==> src/rtl/regfile_wb_arbiter_if.sv <==
// regfile_wb_arbiter_if: requester/regfile bundle for the writeback arbiter; WB_ARB_BYPASS_EN adds read-port forwarding signals
interface regfile_wb_arbiter_if #(parameter int N_REQ = 3);
  logic [N_REQ-1:0]       req_valid;
  logic [N_REQ-1:0][4:0]  req_rd;
  logic [N_REQ-1:0][31:0] req_data;
  logic [N_REQ-1:0]       req_ready;
  logic                   wr_en;
  logic [4:0]             wr_rd;
  logic [31:0]            wr_data;
  logic [15:0]            stall_cnt;
`ifdef WB_ARB_BYPASS_EN
  logic [4:0]             rs1;
  logic [4:0]             rs2;
  logic [31:0]            rf_rs1_data;
  logic [31:0]            rf_rs2_data;
  logic [31:0]            rs1_data;
  logic [31:0]            rs2_data;
  modport master (output req_valid, req_rd, req_data, rs1, rs2, rf_rs1_data, rf_rs2_data,
                  input req_ready, wr_en, wr_rd, wr_data, stall_cnt, rs1_data, rs2_data);
  modport slave  (input req_valid, req_rd, req_data, rs1, rs2, rf_rs1_data, rf_rs2_data,
                  output req_ready, wr_en, wr_rd, wr_data, stall_cnt, rs1_data, rs2_data);
`else
  modport master (output req_valid, req_rd, req_data,
                  input req_ready, wr_en, wr_rd, wr_data, stall_cnt);
  modport slave  (input req_valid, req_rd, req_data,
                  output req_ready, wr_en, wr_rd, wr_data, stall_cnt);
`endif
endinterface

==> src/rtl/regfile_wb_arbiter.sv <==
// regfile_wb_arbiter: round-robin share of the regfile write port; define WB_ARB_BYPASS_EN for combinational read-port forwarding
module regfile_wb_arbiter #(parameter int N_REQ = 3) (
  input logic clk,
  input logic rst,
  regfile_wb_arbiter_if.slave bus
);
  localparam int PW = $clog2(N_REQ);
  logic [PW-1:0]    r_ptr;
  logic             r_wr_en;
  logic [4:0]       r_wr_rd;
  logic [31:0]      r_wr_data;
  logic [15:0]      r_stall;
  logic [PW-1:0]    w_gidx;
  logic [PW-1:0]    w_next;
  logic             w_found;
  logic             w_lost;
  logic [N_REQ-1:0] w_ready;
  // first valid requester at or after r_ptr, wrapping, wins the port
  always_comb begin
    w_found = 1'b0;
    w_gidx  = '0;
    w_ready = '0;
    for (int k = 0; k < N_REQ; k++) begin
      int j;
      j = int'(r_ptr) + k;
      if (j >= N_REQ) j = j - N_REQ;
      if (!w_found && bus.req_valid[j]) begin
        w_found = 1'b1;
        w_gidx  = PW'(j);
      end
    end
    if (w_found) w_ready[w_gidx] = 1'b1;
  end
  assign w_next = (w_gidx == PW'(N_REQ - 1)) ? '0 : w_gidx + 1'b1;
  assign w_lost = $countones(bus.req_valid) >= 2;
  // register the winning write; x0 targets are accepted but never enabled
  always_ff @(posedge clk or posedge rst) begin
    if (rst) begin
      r_ptr     <= '0;
      r_wr_en   <= 1'b0;
      r_wr_rd   <= '0;
      r_wr_data <= '0;
      r_stall   <= '0;
    end else begin
      r_wr_en <= w_found && (bus.req_rd[w_gidx] != 5'd0);
      if (w_found) begin
        r_wr_rd   <= bus.req_rd[w_gidx];
        r_wr_data <= bus.req_data[w_gidx];
        r_ptr     <= w_next;
      end
      if (w_lost && r_stall != 16'hFFFF) r_stall <= r_stall + 1'b1;
    end
  end
  assign bus.req_ready = w_ready;
  assign bus.wr_en     = r_wr_en;
  assign bus.wr_rd     = r_wr_rd;
  assign bus.wr_data   = r_wr_data;
  assign bus.stall_cnt = r_stall;
`ifdef WB_ARB_BYPASS_EN
  assign bus.rs1_data = (bus.rs1 == 5'd0) ? 32'd0 : (r_wr_en && r_wr_rd == bus.rs1) ? r_wr_data : bus.rf_rs1_data;
  assign bus.rs2_data = (bus.rs2 == 5'd0) ? 32'd0 : (r_wr_en && r_wr_rd == bus.rs2) ? r_wr_data : bus.rf_rs2_data;
`endif
endmodule

==> src/flat_wrapper.sv <==
// flat-port wrapper written by rule: the top's interface ports become plain ports
module regfile_wb_arbiter_flat 
#(parameter int N_REQ = 3)
  (clk, rst, bus_req_valid, bus_req_rd, bus_req_data, bus_req_ready, bus_wr_en, bus_wr_rd, bus_wr_data, bus_stall_cnt);
  regfile_wb_arbiter_if #(.N_REQ(N_REQ)) bus_i ();
  input logic clk;
  input logic rst;
  input wire logic [$bits(bus_i.req_valid)-1:0] bus_req_valid;
  input wire logic [$bits(bus_i.req_rd)-1:0] bus_req_rd;
  input wire logic [$bits(bus_i.req_data)-1:0] bus_req_data;
  output wire logic [$bits(bus_i.req_ready)-1:0] bus_req_ready;
  output wire logic [$bits(bus_i.wr_en)-1:0] bus_wr_en;
  output wire logic [$bits(bus_i.wr_rd)-1:0] bus_wr_rd;
  output wire logic [$bits(bus_i.wr_data)-1:0] bus_wr_data;
  output wire logic [$bits(bus_i.stall_cnt)-1:0] bus_stall_cnt;
  assign bus_i.req_valid = bus_req_valid;
  assign bus_i.req_rd = bus_req_rd;
  assign bus_i.req_data = bus_req_data;
  assign bus_req_ready = bus_i.req_ready;
  assign bus_wr_en = bus_i.wr_en;
  assign bus_wr_rd = bus_i.wr_rd;
  assign bus_wr_data = bus_i.wr_data;
  assign bus_stall_cnt = bus_i.stall_cnt;
  regfile_wb_arbiter #(.N_REQ(N_REQ)) u_core (.clk(clk), .rst(rst), .bus(bus_i));
endmodule
==> config.mk <==
export PLATFORM = sky130hd
export DESIGN_NAME = regfile_wb_arbiter_flat
export DESIGN_NICKNAME = d
export VERILOG_FILES = /design/src/rtl/regfile_wb_arbiter_if.sv /design/src/rtl/regfile_wb_arbiter.sv /design/src/flat_wrapper.sv
export SDC_FILE = /design/constraint.sdc
export NUM_CORES = 1
export LEC_CHECK = 0
export ABC_AREA = 0
export BUFFER_PORTS_ARGS = -buffer_cell sky130_fd_sc_hd__buf_2
export CAP_MARGIN = 20
export CORE_UTILIZATION = 30
export DETAILED_ROUTE_END_ITERATION = 10
export PLACE_DENSITY = 0.64
export RECOVER_POWER = 50
export SYNTH_ARGS = -nofsm -noshare
export SYNTH_HDL_FRONTEND = slang
export SYNTH_SLANG_ARGS = --single-unit
export TNS_END_PERCENT = 5
==> constraint.sdc <==
create_clock -name clk -period 2.7 [get_ports clk]
set_input_delay 0.27 -clock clk [delete_from_list [all_inputs] [get_ports clk]]
set_output_delay 0.27 -clock clk [all_outputs]
set_load 0.01 [all_outputs]
==> out/metrics.cfg, run 1 <==
[outcome]
status = complete, no violations

[synth]
syn-cell-area_sq_um = 3194
synth-seq-cells = 56
synth_top_area_frac = 0.4387
syn_nets = 458
synth_cell_types = 50
yosys-top-cells-area = dfrtp_1 (44%), nand2_1 (7.9%), a21o_1 (4.9%), a311oi_1 (3.8%), nor2_1 (3.6%)
async_reset_ff_frac = 1.000
synth_top_flop_cell = dfrtp_1
synth-edff-count = 0
synth_cells = 336
avgSynthCellArea_sq_um = 9.507
yosysTopAreaCell = dfrtp_1
synth-seq-area-share = 0.4387
yosysWarnings = 0

[timing]
hold_violations = 0
finalSetupTns_ns = 0
rsz0062_at_grt = true
setup_viol = 0
whs_ns = 0.1482
fin_crit_ns = 2.656
maxSlewHeadroom = 0.05964
fin_skew_ns = 0.01032
slew_violations = 0
fin_crit_sh = 0.9837
fmax_mhz = 376.5
tightest_slew_ns = 1.411

[clock_tree]
clk_path_buf_depth = 2
cts_tree = built
worst_skew_pair.late_latency_ns = 0.31
clockRootBuffer = clkbuf_8
clock_sinks = 56
cts_buffers = 5
h-tree-depth = 2
clk_pin_slew_worst_paths_ns = 0.10

[cells_and_area]
fin_nets = 637
drive_gt1_frac = 0.3876
final_cells = 652
final_area_sq_um = 4472
antenna_cells = 0
syn_to_final_growth_pct = 39.99

[critical_path]
path_cells = inv_2 -> ha_4 -> mux2i_1 -> o22a_1 -> buf_4 -> a311oi_2 -> buf_4 -> nor2_2 -> nor3_4 -> buf_12 -> buf_6
cpPeakStageDelay_ns = 0.42
cp-endpoint = bus_req_ready[0]
critPathLaunchType = register
path_depth = 11
cpMaxStageDelayCell = dfrtp_1
required_ns = 2.43
cpMostUsedCell = buf_4
cp-startpoint = u_core.r_ptr[0]$_DFFE_PP0P_
cp.arrival_ns = 2.39
cp-end-kind = primary output
crit_buf_inv = 5
crit_fanout = 5
regToRegEndpoint = u_core.bus.wr_en$_DFF_PP0_
r2r-start = u_core.r_ptr[0]$_DFFE_PP0P_
rrSetupSlack_ns = 0.13
critical_path.top_delay_family = buffers and inverters
reg2reg_depth = 12
worstSetupPathType = register to primary output

[grt]
antenna_found_initial = 0
grt_pass1_vias = 3115
grt_max_degree = 57
grt_usage = 0.1708
grt_pass1_wl_mm = 15.10
gr-total-overflow = 0

[detailed_routing]
vias = 3251
remaining_drc_errors = 0
antenna_left = 0
wl_per_cell_microns = 14.50
first_pass_iters = 5
drt_first_iter_violations = 284
wl_mm = 9.457
viasPerCell = 4.986

[die]
die_w_microns = 105.2
pin_count = 173
start_util = 0.3094
die_h_microns = 105.2
fp.coreArea_sq_um = 10320
die_area_sq_um = 11060
rows = 37

[worst_hold_path]
hold_path.class = input pin to register

[placed_design]
postPlaceCellArea_sq_um = 4247
port_buffers = 172
place_inst = 637
place.detailed.hpwl_mm = 7.013
place_congestion = 0.7811

[power_and_ir_drop]
ir_worst_vdd_v = 0.0007748
leakage_nw = 2.254
power.density_nw_per_um2 = 1440

[job]
maxCapViolations = 0

synthesized netlist by cell type, types with 3 or more instances:
library cell  instances
a211oi_1              9
a21o_1               21
a21oi_1               3
a222oi_1             10
a311oi_1             14
and4_1                3
buf_2                 9
buf_6                 6
clkbuf_1              8
dfrtp_1              56
ha_1                  6
inv_1                 7
mux2_2                3
mux2i_1              10
nand2_1              67
nand3_1               5
nand3b_1              3
nand4_1               5
nor2_1               31
nor3_1                3
nor3b_1               3
o21ai_0               7
xnor2_1              10
xor2_1                5
sequential cells by signal, indices dropped and copies added, names as in the netlist:
| signal | cells |
|---|---|
| u_core.bus.wr_rd | 5 |
| u_core.bus.wr_en | 1 |
| u_core.bus.stall_cnt | 16 |
| u_core.bus.wr_data | 32 |
| u_core.r_ptr | 2 |
where the power goes:
group | switching (mW) | total [mW] | internal (mW)
clock | 0.297 | 0.487 | 0.190
combinational | 2.37 | 4.46 | 2.09
sequential | 0.239 | 1.49 | 1.25
layout by cell type (no fill, tap or decap), types with 9 or more instances in the layout:
cell	synthesis	layout
xnor2_1	10	10
a211oi_1	9	9
clkbuf_1	8	28
a21o_1	21	21
buf_4	0	18
a311oi_1	14	14
buf_2	9	142
dfrtp_1	56	56
a222oi_1	10	10
nor2_1	31	31
nand2_1	67	67
how the worst min path moves through the flow:
stage	end	cells past startpoint	slack [ns]	startpoint
after floorplan	u_core.bus.wr_data[14]$_DFFE_PP0P_	2	0.38	bus_req_data[14]
after global placement	u_core.bus.wr_data[31]$_DFFE_PP0P_	1	0.46	u_core.bus.wr_data[31]$_DFFE_PP0P_
after detailed placement	u_core.bus.wr_data[18]$_DFFE_PP0P_	1	0.46	u_core.bus.wr_data[18]$_DFFE_PP0P_
after CTS	u_core.bus.wr_data[28]$_DFFE_PP0P_	3	0.14	bus_req_data[28]
after global routing	u_core.bus.wr_data[28]$_DFFE_PP0P_	3	0.14	bus_req_data[28]
final	u_core.bus.wr_data[8]$_DFFE_PP0P_	3	0.15	bus_req_data[8]
cell families (layout without fill, tap and decap cells):
| family | Yosys count | count (layout) | synth area share |
|---|---|---|---|
| AO/OA/AOI/OAI | 80 | 80 | 0.1994 |
| XOR/XNOR | 15 | 15 | 0.04113 |
| adder cells (fa/ha/maj) | 6 | 6 | 0.02350 |
| buffers and inverters | 32 | 212 | 0.06189 |
| flip-flops | 56 | 56 | 0.4387 |
| multiplexers | 14 | 14 | 0.04544 |
| AND/OR/NAND/NOR | 133 | 133 | 0.1900 |
area by class of cell:
class	instances	area, sq um
timing repair buffer	196	1074
clock buffer	5	68.82
tap	136	170.2
sequential	56	1401
fill	1031	5852
clock inverter	3	25.02
inverter	8	42.54
multi-input combinational	248	1690
worst register-to-register path, cell delays in order, from the launching register on:
cell and delay (ns):
dfrtp_1 0.40, inv_2 0.07, ha_4 0.29, mux2i_1 0.19, o22a_1 0.22, buf_4 0.13
a311oi_2 0.09, buf_4 0.16, nor2_2 0.17, buf_4 0.27, nand2_1 0.09, a31o_2 0.25
a41oi_1 0.16
per-stage QoR:
stage	utilization	setup slack, ns	power [mW]
3_3_place_gp	0.4113	0.03762	5.530
5_1_grt	0.4332	-0.07046	7.001
2_1_floorplan	-	0.1986	4.392
3_5_place_dp	0.4113	-0.04288	5.636
6_report	0.4332	0.04411	6.439
4_1_cts	0.4330	0.00006040	6.435
timing repair:
| item | in CTS | in global routing |
|---|---|---|
| resized for setup | 15 | 10 |
| hold buffers | 0 | 0 |
| endpoints found under the setup margin | 16 | 11 |
| pin swaps | 3 | 4 |
| setup buffers | 6 | 1 |
| endpoints found under the hold margin | 0 | 0 |
layer usage:
metal  share of wire  GRT usage
met1            0.43     0.2116
met2            0.50     0.3120
met3           0.063    0.02932
met4          0.0070    0.02716
met5               0          0
Note: power is estimated with default switching activity, not from simulation.
==> run 2: changes to the inputs <==
- MAX_ROUTING_LAYER: not set -> met4
==> run 2 against run 1 <==
Hold slack barely moved. Register-to-register slack barely moved. Combinational power rose by 1%. Final cell count rose by 0.61%. Critical path type unchanged. Largest cell class unchanged.
==> out/metrics.cfg, run 2 (synthesis results as in run 1) <==
[clock_tree]
postCtsHoldBufs = 0  ; unchanged
worst_skew_pair.late_latency_ns = 0.31  ; about the same
cts_buffers = 5  ; unchanged
h-tree-depth = 2  ; unchanged
clock_sinks = 56  ; unchanged
cts_tree = built  ; unchanged
clockRootBuffer = clkbuf_8  ; unchanged
clk_pin_slew_worst_paths_ns = 0.10  ; about the same
clk_path_buf_depth = 2  ; unchanged

[critical_path]
cpMostUsedCell = buf_4  ; unchanged
rrSetupSlack_ns = 0.14  ; was 0.13 ns
cp-end-kind = primary output  ; unchanged
cp.arrival_ns = 2.38  ; was 2.39 ns
path_cells = inv_2 -> ha_4 -> mux2i_1 -> o22a_1 -> buf_4 -> a311oi_2 -> buf_4 -> nor2_2 -> nor3_4 -> buf_12 -> buf_6  ; unchanged
worstSetupPathType = register to primary output  ; unchanged
cpPeakStageDelay_ns = 0.42  ; about the same
cpMaxStageDelayCell = dfrtp_1  ; unchanged
crit_fanout = 5  ; unchanged
critPathLaunchType = register  ; unchanged
required_ns = 2.43  ; about the same

[job]
maxCapViolations = 0  ; unchanged

[grt]
grt_pass1_vias = 3121  ; was 3,115
gr-total-overflow = 0  ; unchanged
grt_usage = 0.1760  ; was 0.1708
grt_max_degree = 57  ; unchanged
antenna_found_initial = 0  ; unchanged
grt_pass1_wl_mm = 15.10  ; about the same

[power_and_ir_drop]
comb_power_share = 0.695  ; was 0.693
clockPowerShare = 0.075  ; was 0.076
power.net_switching_mw = 2.926  ; was 2.911 mW
p_seq_frac = 0.230  ; was 0.232
sw_frac_of_total = 0.4500  ; was 0.4520
power.density_nw_per_um2 = 1446  ; was 1440 nW/um^2
ir_worst_vdd_v = 0.0007387  ; was 0.0007748 V
leakage_nw = 2.276  ; was 2.254 nW
intPower_mw = 3.576  ; was 3.528 mW

[timing]
finalSetupTns_ns = 0  ; unchanged
fin_crit_sh = 0.9800  ; was 0.9837
setup_viol = 0  ; unchanged
rsz0062_at_grt = true  ; unchanged
fmax_mhz = 377.9  ; was 376.5 MHz
fin_crit_ns = 2.646  ; was 2.656 ns
slew_violations = 0  ; unchanged
fin_skew_ns = 0.01254  ; was 0.01032 ns
tightest_slew_ns = 1.417  ; was 1.411 ns
layout_setup_ws_ns = 0.05407  ; was 0.04411 ns
maxSlewHeadroom = 0.05543  ; was 0.05964
hold_violations = 0  ; unchanged

[die]
die_w_microns = 105.2  ; unchanged
fp.coreArea_sq_um = 10320  ; unchanged
die_h_microns = 105.2  ; unchanged
rows = 37  ; unchanged
start_util = 0.3094  ; unchanged
die_area_sq_um = 11060  ; unchanged
pin_count = 173  ; unchanged

[detailed_routing]
remaining_drc_errors = 0  ; unchanged
drt_first_iter_violations = 285  ; was 284
wl_mm = 9.452  ; was 9.457 mm
viasPerCell = 4.989  ; was 4.986
vias = 3273  ; was 3,251
first_pass_iters = 6  ; was 5
antenna_left = 0  ; unchanged
wl_per_cell_microns = 14.41  ; was 14.50 microns

[cells_and_area]
final_cells = 656  ; was 652
final_cell_mix = buf_2 (144), nand2_1 (67), dfrtp_1 (56), nor2_1 (31), clkbuf_1 (27)  ; was buf_2 (142), nand2_1 (67), dfrtp_1 (56), nor2_1 (31), clkbuf_1 (28)
largest_reg_flops = 32  ; unchanged
antenna_cells = 0  ; unchanged
fin_nets = 641  ; was 637
syn_to_final_growth_pct = 40.78  ; was 39.99%
final_common_cell = buf_2  ; unchanged
drive_gt1_frac = 0.3942  ; was 0.3876
final_area_sq_um = 4497  ; was 4472 sq um
fin_util = 0.4356  ; was 0.4332

[placed_design]
place_congestion = 0.7918  ; was 0.7811
port_buffers = 172  ; unchanged
postPlaceCellArea_sq_um = 4247  ; unchanged
place.detailed.hpwl_mm = 7.013  ; unchanged
place_ws_ns = -0.04288  ; unchanged
place_inst = 637  ; unchanged

[worst_hold_path]
hold_path.class = input pin to register  ; unchanged

[outcome]
status = complete, no violations  ; unchanged

run 2: changes by cell type in the layout (fill, tap and decap cells not counted), sizes merged:
| cell | previous run | this run |
|---|---|---|
| clkbuf | 34 | 33 |
| buf | 167 | 172 |
run 2: metal layers:
metal | share of wire | track usage
met4 | 0.0058 | 0.02817
met3 | 0.066 | 0.02745
met1 | 0.42 | 0.2148
met2 | 0.50 | 0.3102
met5 | 0 | -
run 2: critical path, delay by kind of cell, from the launching register on:
kind / cells / cell delay (ns)
compound gates: 2 / 0.48
flops: 1 / 0.42
simple gates: 2 / 0.21
mux: 1 / 0.12
fa+ha+maj: 1 / 0.22
buf+inv: 5 / 0.63
run 2: area by class of cell:
class | instances | area [sq um]
timing repair buffer | 200 | 1099
fill | 1030 | 5827
multi-input combinational | 248 | 1690
clock buffer | 5 | 68.82
clock inverter | 3 | 25.02
inverter | 8 | 42.54
sequential | 56 | 1401
tap | 136 | 170.2
run 2: path summary, 6_finish.rpt:
kind	startpoint	to	cells past startpoint
min in group asynchronous	rst	u_core.bus.stall_cnt[13]$_DFFE_PP0P_	3
max in group asynchronous	rst	u_core.r_ptr[1]$_DFFE_PP0P_	3
hold reg to reg	u_core.bus.wr_data[18]$_DFFE_PP0P_	u_core.bus.wr_data[18]$_DFFE_PP0P_	1
setup / recovery	u_core.r_ptr[0]$_DFFE_PP0P_	bus_req_ready[0]	11
setup reg to reg	u_core.r_ptr[1]$_DFFE_PP0P_	u_core.bus.wr_en$_DFF_PP0_	11
hold / removal	bus_req_data[8]	u_core.bus.wr_data[8]$_DFFE_PP0P_	3
run 2: power groups by stage:
stage / clock network, mW / registers (mW) / logic, mW
after floorplan: 0 / 1.63 / 2.76
after global routing: 0.553 / 1.54 / 4.98
after detailed placement: 0 / 1.49 / 4.14
final: 0.487 / 1.49 / 4.52
after global placement: 0 / 1.48 / 4.05
after CTS: 0.513 / 1.48 / 4.44
run 2: what timing repair did:
item                                    4_1_cts  5_1_grt
resized for setup                            15        9
pin swaps                                     3        4
endpoints found under the setup margin       16       11
buffers inserted                              6        5
run 2: through the flow:
step	hold slack (ns)	power (mW)
detailed placement	0.4614	5.636
global placement	0.4553	5.530
CTS	0.1393	6.435
finish	0.1485	6.503
global route	0.1353	7.070
floorplan	0.3827	4.392
==> run 3: changes to the inputs <==
- SETUP_SLACK_MARGIN: not set -> 0.2
==> run 3 against run 2 <==
The flow now finishes with violations (capacitance limit, slew limit). Non-clock buffer count shrank 6. Via count down 1.6%. Design area shrank 0.92%. Hold slack got worse by 0.0046 ns. Core utilization down 0.40 points. Global-route usage fell by 0.48 points. Sequential power is essentially flat.
==> out/metrics.cfg, run 3 (synthesis results as in run 1) <==
[cells_and_area]
fin_nets = 635  ; was 641
fin_util = 0.4316  ; was 0.4356
final_cells = 651  ; was 656
final_common_cell = buf_2  ; unchanged
largest_reg_flops = 32  ; unchanged
final_cell_mix = buf_2 (143), nand2_1 (67), dfrtp_1 (55), nor2_1 (31), clkbuf_1 (29)  ; was buf_2 (144), nand2_1 (67), dfrtp_1 (56), nor2_1 (31), clkbuf_1 (27)
drive_gt1_frac = 0.3813  ; was 0.3942
syn_to_final_growth_pct = 39.48  ; was 40.78%
fillers = 1056  ; was 1,030
final_area_sq_um = 4456  ; was 4497 sq um

[timing]
rsz0062_at_grt = true  ; unchanged
fmax_mhz = 384.3  ; was 377.9 MHz
layout_setup_ws_ns = 0.09791  ; was 0.05407 ns
tightest_slew_ns = 1.663  ; was 1.417 ns
hold_violations = 0  ; unchanged
maxSlewHeadroom = -0.1097  ; was 0.05543
fin_crit_sh = 0.9637  ; was 0.9800
setup_viol = 0  ; unchanged
finalSetupTns_ns = 0  ; unchanged
slew_violations = 44  ; was 0
fin_crit_ns = 2.602  ; was 2.646 ns
fin_skew_ns = 0.01236  ; was 0.01254 ns

[critical_path]
regToRegEndpoint = u_core.bus.wr_en$_DFF_PP0_  ; unchanged
required_ns = 2.43  ; about the same
crit_fanout = 5  ; unchanged
cp.arrival_ns = 2.33  ; was 2.38 ns
cp-end-kind = primary output  ; unchanged
critPathLaunchType = register  ; unchanged
reg2reg_depth = 10  ; was 11
worstSetupPathType = register to primary output  ; unchanged
r2r-start = u_core.r_ptr[1]$_DFFE_PP0P_  ; unchanged
cp-endpoint = bus_req_ready[0]  ; unchanged
rrSetupSlack_ns = 0.19  ; was 0.14 ns
cp-startpoint = u_core.r_ptr[1]$_DFFE_PP0P_  ; was u_core.r_ptr[0]$_DFFE_PP0P_

[placed_design]
place_congestion = 0.8764  ; was 0.7918
port_buffers = 172  ; unchanged
place_inst = 636  ; was 637
postPlaceCellArea_sq_um = 4227  ; was 4247 sq um
place.detailed.hpwl_mm = 6.890  ; was 7.013 mm
place_ws_ns = 0.0004574  ; was -0.04288 ns

[grt]
grt_pass1_wl_mm = 15.06  ; was 15.10 mm
grt_usage = 0.1711  ; was 0.1760
gr-total-overflow = 0  ; unchanged
antenna_found_initial = 1  ; was 0
grt_pass1_vias = 3148  ; was 3,121
grt_max_degree = 54  ; was 57

[detailed_routing]
drt_first_iter_violations = 240  ; was 285
viasPerCell = 4.948  ; was 4.989
remaining_drc_errors = 0  ; unchanged
wl_mm = 9.191  ; was 9.452 mm
vias = 3221  ; was 3,273
wl_per_cell_microns = 14.12  ; was 14.41 microns
antenna_left = 0  ; unchanged
first_pass_iters = 5  ; was 6

[clock_tree]
clock_sinks = 56  ; unchanged
cts_tree = built  ; unchanged
postCtsHoldBufs = 0  ; unchanged
clk_path_buf_depth = 2  ; unchanged
cts_buffers = 5  ; unchanged
h-tree-depth = 2  ; unchanged
worst_skew_pair.late_latency_ns = 0.32  ; was 0.31 ns
clk_pin_slew_worst_paths_ns = 0.12  ; was 0.10 ns
clockRootBuffer = clkbuf_8  ; unchanged

[worst_hold_path]
min_path_cells = 3  ; unchanged
hold_path.class = input pin to register  ; unchanged

[job]
maxCapViolations = 1  ; was 0

[die]
die_w_microns = 105.2  ; unchanged
start_util = 0.3094  ; unchanged
pin_count = 173  ; unchanged
die_area_sq_um = 11060  ; unchanged
fp.coreArea_sq_um = 10320  ; unchanged
die_h_microns = 105.2  ; unchanged
rows = 37  ; unchanged

[power_and_ir_drop]
ir_worst_vdd_v = 0.0009855  ; was 0.0007387 V
leakage_nw = 2.246  ; was 2.276 nW
power.density_nw_per_um2 = 1427  ; was 1446 nW/um^2

[outcome]
status = finished with violations  ; was complete, no violations
violations = capacitance limit, slew limit

## run 3: area by class of cell
class | instances | area, sq um | share of cell area
multi-input combinational | 248 | 1697 | 0.3808
sequential | 56 | 1403 | 0.3148
timing repair buffer | 194 | 1044 | 0.2342
tap | 136 | 170.2 | 0.03819
clock buffer | 5 | 68.82 | 0.01545
inverter | 8 | 42.54 | 0.009548
clock inverter | 3 | 28.78 | 0.006459
antenna | 1 | 2.502 | 0.0005616
## run 3: worst max-delay path, stage by stage, from the launching register on
cell	delay, ns
dfrtp_2	0.46
ha_4	0.30
mux2i_1	0.26
o22a_4	0.21
o311a_1	0.16
or3_4	0.17
clkinv_8	0.07
nor3_4	0.22
buf_2	0.17
## run 3: worst min-delay path by stage
| stage | startpoint | to | slack [ns] |
|---|---|---|---|
| after detailed placement | u_core.bus.wr_data[2]$_DFFE_PP0P_ | u_core.bus.wr_data[2]$_DFFE_PP0P_ | 0.46 |
| final | bus_req_data[20] | u_core.bus.wr_data[20]$_DFFE_PP0P_ | 0.14 |
| after global placement | u_core.bus.wr_data[7]$_DFFE_PP0P_ | u_core.bus.wr_data[7]$_DFFE_PP0P_ | 0.45 |
| after global routing | bus_req_data[3] | u_core.bus.wr_data[3]$_DFFE_PP0P_ | 0.13 |
| after CTS | bus_req_data[20] | u_core.bus.wr_data[20]$_DFFE_PP0P_ | 0.13 |
| after floorplan | bus_req_data[14] | u_core.bus.wr_data[14]$_DFFE_PP0P_ | 0.38 |
## run 3: per-layer routing
layer	track usage	part of all wire	up-vias
li1	-	-	1566
met1	0.2108	0.42	1515
met2	0.2951	0.50	136
met3	0.03119	0.071	4
met4	0.02918	0.0047	0
met5	-	0	-
## run 3: where the power goes
| group | internal (mW) | switching (mW) | total [mW] |
|---|---|---|---|
| sequential | 1.25 | 0.233 | 1.49 |
| clock | 0.197 | 0.307 | 0.504 |
| combinational | 2.03 | 2.34 | 4.37 |
| total | 3.48 | 2.88 | 6.36 |
## run 3: repair_timing
| action | in CTS | in global routing |
|---|---|---|
| setup buffers | 6 | 0 |
| pin swaps | 4 | 0 |
| setup endpoints to repair | 40 | 39 |
| gates resized for setup | 22 | 3 |
## run 3: metrics by stage
step	hold slack, ns	power (mW)
2_1_floorplan	0.3827	4.392
3_3_place_gp	0.4546	5.428
3_5_place_dp	0.4609	5.536
4_1_cts	0.1271	6.433
5_1_grt	0.1326	6.949
6_report	0.1438	6.359
